File: config.mk
export PLATFORM = sky130hd
export DESIGN_NAME = io_uart_responder
export DESIGN_NICKNAME = d
export VERILOG_FILES = /design/src/rtl/io_uart_responder.sv
export SDC_FILE = /design/constraint.sdc
export NUM_CORES = 1
export LEC_CHECK = 0
export CORE_MARGIN = 3
export CORE_UTILIZATION = 45
export DETAILED_ROUTE_END_ITERATION = 16
export DONT_BUFFER_PORTS = 1
export GPL_ROUTABILITY_DRIVEN = 0
export HOLD_SLACK_MARGIN = 0.03
export PLACE_DENSITY = 0.59
export SLEW_MARGIN = 10
export SYNTH_ARGS = -nofsm -noshare
export SYNTH_HDL_FRONTEND = slang
export SYNTH_SLANG_ARGS = --single-unit
File: constraint.sdc
create_clock -name clk -period 3.67 [get_ports clk]
set_input_delay 0.5505 -clock clk [delete_from_list [all_inputs] [get_ports clk]]
set_output_delay 0.5505 -clock clk [all_outputs]
set_load 0.005 [all_outputs]
File: src/rtl/io_uart_responder.sv
`timescale 1ns/1ps
`default_nettype none
// ============================================================================
//  Module   : io_uart_responder
//  Purpose  : 8N1 UART peripheral on the CPU IO bus. Provides a TX holding
//             register feeding a TX shifter, an RX deserialiser feeding an RX
//             FIFO, sticky overrun/framing flags and a level interrupt request.
//  Revision : 1.0  initial release
// ----------------------------------------------------------------------------
//  Ports
//    clk               system clock, rising edge
//    reset             synchronous active-high reset
//    io_rd / io_wr     one-cycle read / write strobes
//    io_addr           IO address, registers selected by one-hot address bits
//    io_dout           write data from CPU
//    io_din            read data to CPU (combinational)
//    interrupt_request level interrupt to CPU (registered)
//    uart_rx           asynchronous serial input
//    uart_tx           serial output, idle high
//  Build option
//    IO_UART_IRQ_EN    when defined, the interrupt mask register and the
//                      interrupt_request logic are present; otherwise the
//                      mask reads 0, ignores writes and the IRQ is tied low.
// ============================================================================
module io_uart_responder #(
    parameter int          CLKS_PER_BIT = 104,
    parameter int          RX_DEPTH     = 8,
    parameter logic [15:0] DATA_ADDR    = 16'h1000,
    parameter logic [15:0] FLAGS_ADDR   = 16'h2000,
    parameter logic [15:0] IRQ_ADDR     = 16'h4000
) (
    input  logic        clk,
    input  logic        reset,
    input  logic        io_rd,
    input  logic        io_wr,
    input  logic [15:0] io_addr,
    input  logic [15:0] io_dout,
    output logic [15:0] io_din,
    output logic        interrupt_request,
    input  logic        uart_rx,
    output logic        uart_tx
);

    localparam int            CW          = $clog2(CLKS_PER_BIT);
    localparam int            AW          = $clog2(RX_DEPTH);
    localparam logic [CW-1:0] c_bit_last  = CW'(CLKS_PER_BIT - 1);
    localparam logic [CW-1:0] c_half_last = CW'(CLKS_PER_BIT / 2 - 1);
    localparam logic [AW:0]   c_depth     = (AW+1)'(RX_DEPTH);

    // ------------------------------------------------------------------
    // Address decode
    // ------------------------------------------------------------------
    logic w_sel_data, w_sel_flags, w_sel_irq;
    logic w_rd_data, w_wr_data, w_wr_flags;

    assign w_sel_data  = |(io_addr & DATA_ADDR);
    assign w_sel_flags = |(io_addr & FLAGS_ADDR);
    assign w_sel_irq   = |(io_addr & IRQ_ADDR);
    assign w_rd_data   = io_rd & w_sel_data;
    assign w_wr_data   = io_wr & w_sel_data;
    assign w_wr_flags  = io_wr & w_sel_flags;

    // Only the low byte and two flag bits of io_dout are meaningful.
    logic w_unused_bits;
    assign w_unused_bits = ^{io_dout, w_sel_irq};

    // ------------------------------------------------------------------
    // TX holding register
    // ------------------------------------------------------------------
    logic       r_hold_full;
    logic [7:0] r_hold_data;
    logic       w_tx_take;

    // The shifter only takes the byte while full and the CPU only loads it
    // while empty, so the two branches never compete.
    always_ff @(posedge clk) begin
        if (reset) begin
            r_hold_full <= 1'b0;
            r_hold_data <= 8'h00;
        end else if (w_tx_take) begin
            r_hold_full <= 1'b0;
        end else if (w_wr_data && !r_hold_full) begin
            r_hold_full <= 1'b1;
            r_hold_data <= io_dout[7:0];
        end
    end

    // ------------------------------------------------------------------
    // TX shifter FSM
    // ------------------------------------------------------------------
    typedef enum logic [1:0] {
        TX_IDLE  = 2'd0,
        TX_START = 2'd1,
        TX_DATA  = 2'd2,
        TX_STOP  = 2'd3
    } tx_state_t;

    tx_state_t     r_tx_state, w_tx_state_nxt;
    logic [CW-1:0] r_tx_cnt, w_tx_cnt_nxt;
    logic [2:0]    r_tx_bit, w_tx_bit_nxt;
    logic [7:0]    r_tx_shift, w_tx_shift_nxt;
    logic          r_tx_out, w_tx_out_nxt;
    logic          w_tx_cnt_last;

    assign w_tx_cnt_last = (r_tx_cnt == c_bit_last);

    always_comb begin
        w_tx_state_nxt = r_tx_state;
        w_tx_cnt_nxt   = r_tx_cnt;
        w_tx_bit_nxt   = r_tx_bit;
        w_tx_shift_nxt = r_tx_shift;
        w_tx_take      = 1'b0;
        case (r_tx_state)
            TX_IDLE: begin
                if (r_hold_full) begin
                    w_tx_take      = 1'b1;
                    w_tx_shift_nxt = r_hold_data;
                    w_tx_cnt_nxt   = '0;
                    w_tx_state_nxt = TX_START;
                end
            end
            TX_START: begin
                if (w_tx_cnt_last) begin
                    w_tx_cnt_nxt   = '0;
                    w_tx_bit_nxt   = 3'd0;
                    w_tx_state_nxt = TX_DATA;
                end else begin
                    w_tx_cnt_nxt = r_tx_cnt + 1'b1;
                end
            end
            TX_DATA: begin
                if (w_tx_cnt_last) begin
                    w_tx_cnt_nxt   = '0;
                    w_tx_shift_nxt = {1'b1, r_tx_shift[7:1]};
                    if (r_tx_bit == 3'd7) begin
                        w_tx_state_nxt = TX_STOP;
                    end else begin
                        w_tx_bit_nxt = r_tx_bit + 1'b1;
                    end
                end else begin
                    w_tx_cnt_nxt = r_tx_cnt + 1'b1;
                end
            end
            TX_STOP: begin
                if (w_tx_cnt_last) begin
                    w_tx_cnt_nxt = '0;
                    // A waiting byte starts immediately: no idle gap.
                    if (r_hold_full) begin
                        w_tx_take      = 1'b1;
                        w_tx_shift_nxt = r_hold_data;
                        w_tx_state_nxt = TX_START;
                    end else begin
                        w_tx_state_nxt = TX_IDLE;
                    end
                end else begin
                    w_tx_cnt_nxt = r_tx_cnt + 1'b1;
                end
            end
            default: begin
                w_tx_state_nxt = TX_IDLE;
            end
        endcase
    end

    // Line level follows the next state so uart_tx is a plain flop output.
    always_comb begin
        w_tx_out_nxt = 1'b1;
        if (w_tx_state_nxt == TX_START) begin
            w_tx_out_nxt = 1'b0;
        end else if (w_tx_state_nxt == TX_DATA) begin
            w_tx_out_nxt = w_tx_shift_nxt[0];
        end
    end

    always_ff @(posedge clk) begin
        if (reset) begin
            r_tx_state <= TX_IDLE;
            r_tx_cnt   <= '0;
            r_tx_bit   <= 3'd0;
            r_tx_shift <= 8'h00;
            r_tx_out   <= 1'b1;
        end else begin
            r_tx_state <= w_tx_state_nxt;
            r_tx_cnt   <= w_tx_cnt_nxt;
            r_tx_bit   <= w_tx_bit_nxt;
            r_tx_shift <= w_tx_shift_nxt;
            r_tx_out   <= w_tx_out_nxt;
        end
    end

    assign uart_tx = r_tx_out;

    // ------------------------------------------------------------------
    // RX synchroniser and edge detect
    // ------------------------------------------------------------------
    logic r_rx_s1, r_rx_s2, r_rx_prev;

    always_ff @(posedge clk) begin
        if (reset) begin
            r_rx_s1   <= 1'b1;
            r_rx_s2   <= 1'b1;
            r_rx_prev <= 1'b1;
        end else begin
            r_rx_s1   <= uart_rx;
            r_rx_s2   <= r_rx_s1;
            r_rx_prev <= r_rx_s2;
        end
    end

    // ------------------------------------------------------------------
    // RX deserialiser FSM
    // ------------------------------------------------------------------
    typedef enum logic [2:0] {
        RX_IDLE  = 3'd0,
        RX_START = 3'd1,
        RX_DATA  = 3'd2,
        RX_STOP  = 3'd3,
        RX_WAIT  = 3'd4
    } rx_state_t;

    rx_state_t     r_rx_state, w_rx_state_nxt;
    logic [CW-1:0] r_rx_cnt, w_rx_cnt_nxt;
    logic [2:0]    r_rx_bit, w_rx_bit_nxt;
    logic [7:0]    r_rx_shift, w_rx_shift_nxt;
    logic          w_rx_push_req;
    logic          w_frame_set;
    logic          w_rx_cnt_last;

    assign w_rx_cnt_last = (r_rx_cnt == c_bit_last);

    always_comb begin
        w_rx_state_nxt = r_rx_state;
        w_rx_cnt_nxt   = r_rx_cnt;
        w_rx_bit_nxt   = r_rx_bit;
        w_rx_shift_nxt = r_rx_shift;
        w_rx_push_req  = 1'b0;
        w_frame_set    = 1'b0;
        case (r_rx_state)
            RX_IDLE: begin
                if (r_rx_prev && !r_rx_s2) begin
                    w_rx_cnt_nxt   = '0;
                    w_rx_state_nxt = RX_START;
                end
            end
            RX_START: begin
                // Half a bit in: recheck the start bit to reject glitches.
                if (r_rx_cnt == c_half_last) begin
                    w_rx_cnt_nxt = '0;
                    if (r_rx_s2) begin
                        w_rx_state_nxt = RX_IDLE;
                    end else begin
                        w_rx_bit_nxt   = 3'd0;
                        w_rx_state_nxt = RX_DATA;
                    end
                end else begin
                    w_rx_cnt_nxt = r_rx_cnt + 1'b1;
                end
            end
            RX_DATA: begin
                if (w_rx_cnt_last) begin
                    w_rx_cnt_nxt   = '0;
                    w_rx_shift_nxt = {r_rx_s2, r_rx_shift[7:1]};
                    if (r_rx_bit == 3'd7) begin
                        w_rx_state_nxt = RX_STOP;
                    end else begin
                        w_rx_bit_nxt = r_rx_bit + 1'b1;
                    end
                end else begin
                    w_rx_cnt_nxt = r_rx_cnt + 1'b1;
                end
            end
            RX_STOP: begin
                if (w_rx_cnt_last) begin
                    w_rx_cnt_nxt = '0;
                    if (r_rx_s2) begin
                        w_rx_push_req  = 1'b1;
                        w_rx_state_nxt = RX_IDLE;
                    end else begin
                        w_frame_set    = 1'b1;
                        w_rx_state_nxt = RX_WAIT;
                    end
                end else begin
                    w_rx_cnt_nxt = r_rx_cnt + 1'b1;
                end
            end
            RX_WAIT: begin
                if (r_rx_s2) begin
                    w_rx_state_nxt = RX_IDLE;
                end
            end
            default: begin
                w_rx_state_nxt = RX_IDLE;
            end
        endcase
    end

    always_ff @(posedge clk) begin
        if (reset) begin
            r_rx_state <= RX_IDLE;
            r_rx_cnt   <= '0;
            r_rx_bit   <= 3'd0;
            r_rx_shift <= 8'h00;
        end else begin
            r_rx_state <= w_rx_state_nxt;
            r_rx_cnt   <= w_rx_cnt_nxt;
            r_rx_bit   <= w_rx_bit_nxt;
            r_rx_shift <= w_rx_shift_nxt;
        end
    end

    // ------------------------------------------------------------------
    // RX FIFO (pointers carry one extra wrap bit)
    // ------------------------------------------------------------------
    logic [7:0]  r_fifo [RX_DEPTH];
    logic [AW:0] r_wr_ptr, r_rd_ptr;
    logic [AW:0] w_count;
    logic        w_empty, w_full, w_pop, w_push, w_ovr_set;
    logic [7:0]  w_head;

    assign w_count   = r_wr_ptr - r_rd_ptr;
    assign w_empty   = (w_count == '0);
    assign w_full    = (w_count == c_depth);
    assign w_head    = r_fifo[r_rd_ptr[AW-1:0]];
    assign w_pop     = w_rd_data & ~w_empty;
    // A pop in the same cycle frees the slot the push needs.
    assign w_push    = w_rx_push_req & (~w_full | w_pop);
    assign w_ovr_set = w_rx_push_req & w_full & ~w_pop;

    always_ff @(posedge clk) begin
        if (w_push) begin
            r_fifo[r_wr_ptr[AW-1:0]] <= r_rx_shift;
        end
    end

    always_ff @(posedge clk) begin
        if (reset) begin
            r_wr_ptr <= '0;
            r_rd_ptr <= '0;
        end else begin
            if (w_push) begin
                r_wr_ptr <= r_wr_ptr + 1'b1;
            end
            if (w_pop) begin
                r_rd_ptr <= r_rd_ptr + 1'b1;
            end
        end
    end

    // ------------------------------------------------------------------
    // Sticky error flags: write-1-to-clear, a same-cycle set wins
    // ------------------------------------------------------------------
    logic r_overrun, r_frame_err;

    always_ff @(posedge clk) begin
        if (reset) begin
            r_overrun   <= 1'b0;
            r_frame_err <= 1'b0;
        end else begin
            r_overrun   <= w_ovr_set   | (r_overrun   & ~(w_wr_flags & io_dout[2]));
            r_frame_err <= w_frame_set | (r_frame_err & ~(w_wr_flags & io_dout[3]));
        end
    end

    // ------------------------------------------------------------------
    // Interrupt mask and request
    // ------------------------------------------------------------------
    logic [1:0] w_irq_mask;

`ifdef IO_UART_IRQ_EN
    logic [1:0] r_irq_mask;
    logic       r_irq;

    always_ff @(posedge clk) begin
        if (reset) begin
            r_irq_mask <= 2'b00;
            r_irq      <= 1'b0;
        end else begin
            if (io_wr && w_sel_irq) begin
                r_irq_mask <= io_dout[1:0];
            end
            r_irq <= |(r_irq_mask & {~r_hold_full, ~w_empty});
        end
    end

    assign w_irq_mask        = r_irq_mask;
    assign interrupt_request = r_irq;
`else
    assign w_irq_mask        = 2'b00;
    assign interrupt_request = 1'b0;
`endif

    // ------------------------------------------------------------------
    // Read data: OR of every selected register
    // ------------------------------------------------------------------
    logic [15:0] w_rd_val;

    always_comb begin
        w_rd_val = 16'h0000;
        if (w_sel_data && !w_empty) begin
            w_rd_val = w_rd_val | {8'h00, w_head};
        end
        if (w_sel_flags) begin
            w_rd_val = w_rd_val | {11'b0, (r_tx_state != TX_IDLE), r_frame_err,
                                   r_overrun, ~w_empty, r_hold_full};
        end
        if (w_sel_irq) begin
            w_rd_val = w_rd_val | {14'b0, w_irq_mask};
        end
    end

    assign io_din = w_rd_val;

endmodule
`default_nettype wire
# Word level (Yosys, flattened, before mapping)
# Memories as Yosys holds them, arrays and structs flattened. A register that Yosys moved wholly into a read port is not among the register bits.
# Index checks and enable logic that the tools add are counted.
[word_totals] memories=1 ram_bits=64 wordCells=153 output_inout_bits=18 reg_bits=64
[op_classes] eq_ne=28 n_bitwise=21 add_sub_neg=7 mux=53 reduce_logical=24
[mem_list] memory="r_fifo" words=8 width=8 read_ports=1 rd_clocked_by_memory_dff=1 wr=1 line_no="314" text="logic [7:0] r_fifo [RX_DEPTH];"
[ops] cell="two-way mux 3 bit" count=16
[ops] cell="two-way mux 7 bit" count=5
[ops] cell="two-way mux 8 bit" count=4
[ops] cell="!= test 2 bit, second input constant" count=13
[ops] cell="case mux 8 bit (3 select lines)" count=1
[ops] cell="case mux 7 bit (3 select lines)" count=1
[ops] cell="two-way mux 16 bit" count=1
[ops] cell="OR 16 x 5 -> 16 bit" count=1
[ops] cell="case mux 3 bit (5 select lines)" count=1
[ops] cell="adder 7 x 1 -> 7 bit, second input constant" count=2
[ops] cell="== test 7 bit, second input constant" count=2
[ops] cell="case mux 7 bit (2 select lines)" count=1
[ops] cell="two-way mux 1 bit" count=13
[ops] cell="two-way mux 2 bit" count=6
[ops] cell="case mux 3 bit (2 select lines)" count=2
[ops] cell="AND 1 bit" count=11
[ops] cell="== test 3 bit, second input constant" count=3
[ops] cell="adder 4 x 1 -> 4 bit, second input constant" count=2
[ops] cell="case mux 2 bit (4 select lines)" count=1
[ops] cell="== test 7 x 6 -> 1 bit, second input constant" count=1
[ops] cell="adder 3 x 1 -> 3 bit, second input constant" count=2
[ops] cell="== test 2 bit, second input constant" count=3
[ops] cell="== test 3 x 2 -> 1 bit, second input constant" count=2
[ops] cell="inverter 1 bit" count=6
[ops] cell="20 further kinds" count=33

# Longest topological paths before layout
[depth] ltp_word=8 depth_mapped=8 ltp_nobuf=7

# Worst setup path before layout
# No wires, ideal clock.
[synth_path] path_kind="register -> register" from="register r_rd_ptr[2]" to="memory r_fifo[5][0] (enable)" required_time_ns=3.272 setup_slack_ns=0.859 stages_incl_launch_ff=8 t_arrival_ns=2.413 n_path_buf=0 path_cell_list="dfxtp_1 -> inv_1 -> ha_1 -> a21oi_1 -> a21oi_2 -> o2111ai_1 -> nand2_1 -> nor4b_1"
[synth_via] elab_chain_len=8
[synth_rtl] item="start: declaration" line_no="315" text="logic [AW:0] r_wr_ptr, r_rd_ptr;"
[synth_rtl] item="start signal: assignment" line_no="344" text="r_rd_ptr <= r_rd_ptr + 1'b1;"
[synth_rtl] item="subtractor 4 bit (*)" line_no="320" text="assign w_count = r_wr_ptr - r_rd_ptr;"
[synth_rtl] item="zero test 4 bit" line_no="321" text="assign w_empty = (w_count == '0);"
[synth_rtl] item="inverter 1 bit" line_no="324" text="assign w_pop = w_rd_data & ~w_empty;"
[synth_rtl] item="AND 1 bit" line_no="324"
[synth_rtl] item="OR 1 bit (*)" line_no="326" text="assign w_push = w_rx_push_req & (~w_full | w_pop);"
[synth_rtl] item="AND 1 bit (*)" line_no="326"
[synth_rtl] item="two-way mux 1 bit (*)" line_no="330" text="if (w_push) begin"
[synth_rtl] item="two-way mux 1 bit (implied by the code) (*)" line_no="331" text="r_fifo[r_wr_ptr[AW-1:0]] <= r_rx_shift;"
[synth_rtl] item="end: declaration" line_no="314"
# Mark *: on every way between the ends. The rest lies on a longest branch, timed or not.

# Final worst setup path
[layout_path] from="register r_wr_ptr[2]" to="output port io_din[3]"
[layout_via] elab_chain_len=7
[layout_rtl] item="start: declaration" line_no="315"
[layout_rtl] item="start signal: assignment" line_no="341" text="r_wr_ptr <= r_wr_ptr + 1'b1;"
[layout_rtl] item="subtractor 4 bit (*)" line_no="320"
[layout_rtl] item="zero test 4 bit (*)" line_no="321"
[layout_rtl] item="zero test 1 bit (*)" line_no="399" text="if (w_sel_data && !w_empty) begin"
[layout_rtl] item="logical AND 1 bit (*)" line_no="399"
[layout_rtl] item="two-way mux 8 bit (*)" line_no="399"
[layout_rtl] item="OR 16 x 5 -> 16 bit" line_no="403" text="w_rd_val = w_rd_val | {11'b0, (r_tx_state != TX_IDLE), r_frame_err,"
[layout_rtl] item="two-way mux 16 bit (*)" line_no="402" text="if (w_sel_flags) begin"
[layout_rtl] item="end: declaration" line_no="38" text="output logic [15:0] io_din,"
# Marks and branches as above.

==> impl_results.rst <==
.. list-table::
   :header-rows: 1

   * - Metric
     - Value
   * - PD cells
     - 485 nW/µm²
   * - Run status
     - complete, no violations
   * - Antenna violation net count after detailed routing
     - 0
   * - Final design area excluding fillers
     - 6660 µm²
   * - Layout area overhead
     - 12.3%
   * - Post-route setup slack
     - 0.358 ns
   * - Crit path arrival time
     - 2.76 ns
   * - Die boundary width
     - 121 µm
   * - Maximum number of buffers from clock root to sink
     - 2
   * - Final antenna diode count
     - 0
   * - Post-synthesis cell count
     - 520
   * - Post-CTS Resized
     - 0
   * - Insertion delay of the later-clocked pin in the worst-skew pair
     - 0.41 ns
   * - Mean area per synthesized cell
     - 11.4 µm²
   * - Clock tree root buffer cell
     - clkbuf_16
   * - Final layout net count
     - 576
   * - Area of the die
     - 14600 µm²
   * - Worst slew margin
     - 0.422
   * - Peak supply drop
     - 307 µV
   * - Max-cap violation count
     - 0
   * - Setup repair after global routing missed its margin
     - no
   * - Global Route Usage Sum
     - 0.174
   * - # hold bufs at CTS
     - 0
   * - Required time worst endpoint
     - 3.12 ns
   * - Power after layout
     - 3.23 mW
   * - Count of input and output buffers
     - 0
   * - Sw Pwr
     - 640 µW
   * - Setup violations, final
     - 0
   * - Mapped cell area
     - 5930 µm²
   * - Share of final-layout standard cells stronger than drive strength 1
     - 0.127
   * - Effective utilization at floorplan
     - 0.464
   * - Cell leakage power
     - 2.23 nW
   * - Proportion of power drawn by flip-flops and latches
     - 0.479
   * - Antenna violations before repair
     - 0
   * - Post-Place Setup Slack
     - 0.775 ns
   * - Share of flip-flops with an asynchronous set or reset
     - 0
   * - Post-CTS setup buffer count
     - 0
   * - Flip-flop and latch count after synthesis
     - 131
   * - Worst hold path type
     - in2reg
   * - Part of the total power dissipated in combinational logic
     - 0.022
   * - Critical Path End Type
     - output pin
   * - Internal power of the cells
     - 2.59 mW
   * - Top flip-flop cell by instance count after synthesis
     - dfxtp_1
   * - Largest net degree at the start of global routing
     - 61
   * - Post-synth EDFFs
     - 64
   * - Via count
     - 3928
   * - Maximum clock rate
     - 0.302 GHz
   * - Top-Level Pins
     - 55
   * - DR vias/cell
     - 5.55
   * - Clock tree from TritonCTS
     - done
   * - Cell area reported after detailed placement
     - 6090 µm²
   * - Clock network fraction of design power
     - 0.500
   * - Sw Share
     - 0.198
   * - Count of unresolved DRC violations after routing
     - 0
   * - Clock buffer count from CTS
     - 17
   * - Setup clock skew after layout
     - 0.00618 ns
   * - H-Tree Depth
     - 4
   * - Number of violations reported at the end of detailed-routing iteration 0
     - 286
   * - Sequential element share of the synthesized area
     - 0.550
   * - Final count of pins violating max slew
     - 0
   * - HPWL after DPL
     - 7.88 mm
   * - Total number of placement rows
     - 41
   * - Synthesis Warnings
     - 0
   * - Number of fill cells
     - 1117
   * - Final hold vios
     - 0
   * - Vias in the first global route
     - 3862
   * - CORE AREA
     - 12800 µm²
   * - Period Utilization, post-route
     - 0.902
   * - Die Y-Extent
     - 121 µm
   * - Total routed wirelength
     - 11.9 mm
   * - Global route overflow
     - 0
   * - Kind of critical path
     - reg2out
   * - Routed wirelength normalized by instance count
     - 16.8 µm
   * - Clock transition at the registers of the reported paths
     - 0.05 ns
   * - Number of unique standard cell types used by synthesis
     - 59
   * - Slew at the pin closest to its max-slew limit
     - 0.865 ns
   * - TNS Setup
     - 0 ns
   * - Clock period minus final worst setup slack
     - 3.31 ns
   * - Worst-case hold slack
     - 0.204 ns
   * - Pre-antenna DRT Iters
     - 4
   * - First-pass GRT wire length
     - 19.5 mm
   * - Largest driver fanout on the critical path
     - 11
   * - Count of clock tree sinks
     - 131
   * - Critical path launch point type
     - flip-flop
[path summary, 6_finish.rpt]
kind	cells after the start	slack (ns)	startpoint	end
setup / recovery	6	0.36	r_wr_ptr[2]$_SDFFE_PP0P_	io_din[3]
hold / removal	1	0.20	reset	r_tx_bit[1]$_SDFFE_PP0P_
setup reg to reg	7	1.06	r_wr_ptr[2]$_SDFFE_PP0P_	r_fifo[4][1]$_DFFE_PP_
hold reg to reg	1	0.41	r_rx_s1$_SDFF_PP1_	r_rx_s2$_SDFF_PP1_
[cells by family (layout without fill, tap and decap cells)]
group / count (synthesis) / in the layout / share of synthesized area
DFF: 131 / 131 / 0.550
AOI/OAI and AO/OA: 109 / 109 / 0.114
xor gates and xnor gates: 2 / 2 / 0.00295
adders and majority gates: 16 / 16 / 0.0337
and+or+nand+nor: 171 / 171 / 0.153
buffers and inverters: 46 / 54 / 0.0371
muxes: 44 / 44 / 0.109
other: 1 / 9 / 0.000632
[cell usage after synthesis (all sizes together), types with 10 or more instances]
cell type,number,share of area
dfxtp,67,0.23
edfxtp,64,0.32
a21oi,45,0.040
nand2,42,0.027
nor2,35,0.023
o21ai,27,0.023
mux2i,25,0.042
nand3,20,0.017
buf,18,0.019
ha,16,0.034
mux4,16,0.061
clkbuf,15,0.0097
inv,13,0.0082
nand2b,10,0.011
[sequential cells by signal (all words and copies together), names as in the netlist, named ones only]
signal       count
r_frame_err      1
r_rx_state       3
r_tx_cnt         7
r_rd_ptr         4
r_rx_shift       8
r_overrun        1
r_rx_bit         3
r_rx_s2          1
r_rx_cnt         7
r_rx_prev        1
r_wr_ptr         4
r_rx_s1          1
r_hold_full      1
r_hold_data      8
r_tx_bit         3
r_tx_state       2
r_fifo          64
uart_tx          1
r_tx_shift       8
[power groups by stage]
stage / clock network [mW] / registers [mW] / logic, mW
after CTS: 1.65 / 1.54 / 0.0700
after global placement: 0 / 1.57 / 0.0683
after floorplan: 0 / 1.57 / 0.0768
after global routing: 1.72 / 1.55 / 0.0798
final: 1.61 / 1.54 / 0.0702
after detailed placement: 0 / 1.57 / 0.0697
[cells in the final DEF (no fill, tap or decap), types with 3 or more instances in the layout]
master / n
a21oi_1: 42
o2111ai_1: 3
dfxtp_1: 67
nand3_1: 20
clkbuf_1: 3
o21bai_1: 3
mux2_2: 3
or3_1: 4
and3_1: 6
nand2b_1: 10
a22o_1: 7
clkbuf_16: 17
nand3b_1: 6
buf_4: 9
nor3_1: 8
mux4_2: 16
o31ai_1: 4
or2_2: 3
a21oi_2: 3
nand2_1: 42
nor2b_1: 9
and2_1: 4
ha_1: 16
mux2i_1: 25
o2bb2ai_1: 5
inv_1: 13
or4_1: 3
nor3b_1: 4
nor4_1: 3
clkinvlp_4: 3
conb_1: 9
o21ai_0: 27
edfxtp_1: 64
nor2_1: 34
[final cells by class]
type                            count  area [µm²]  area share
Clock buffer                       22         464      0.0697
Inverter                           13        48.8     0.00733
Timing Repair Buffer                9        67.6      0.0101
Multi-Input combinational cell    351        2490       0.374
Clock inverter                     10         109      0.0163
Tap cell                          172         215      0.0323
Sequential cell                   131        3260       0.490
[metrics by stage]
stage	std cells	utilization
2_1_floorplan	528	-
3_5_place_dp	676	0.476
6_report	708	0.521
5_1_grt	708	0.521
3_3_place_gp	676	0.476
4_1_cts	708	0.521
[worst max-delay path, cell delays in order (launching register included)]
cell and delay [ns]:
dfxtp_1 0.55, ha_1 0.33, a21oi_1 0.27, a21oi_2 0.11
and4b_1 0.44, nand2b_1 0.41, o21ai_0 0.23
[per-layer routing]
metal  vias to the layer above  part of all wire  global-route usage
met5                         -                 0                   0
met4                         0            0.0088              0.0559
met3                        10             0.032              0.0538
met2                        64              0.50               0.289
met1                      1917              0.46               0.217
li1                       1937                 -                   -
(Power assumes the default switching activity.)
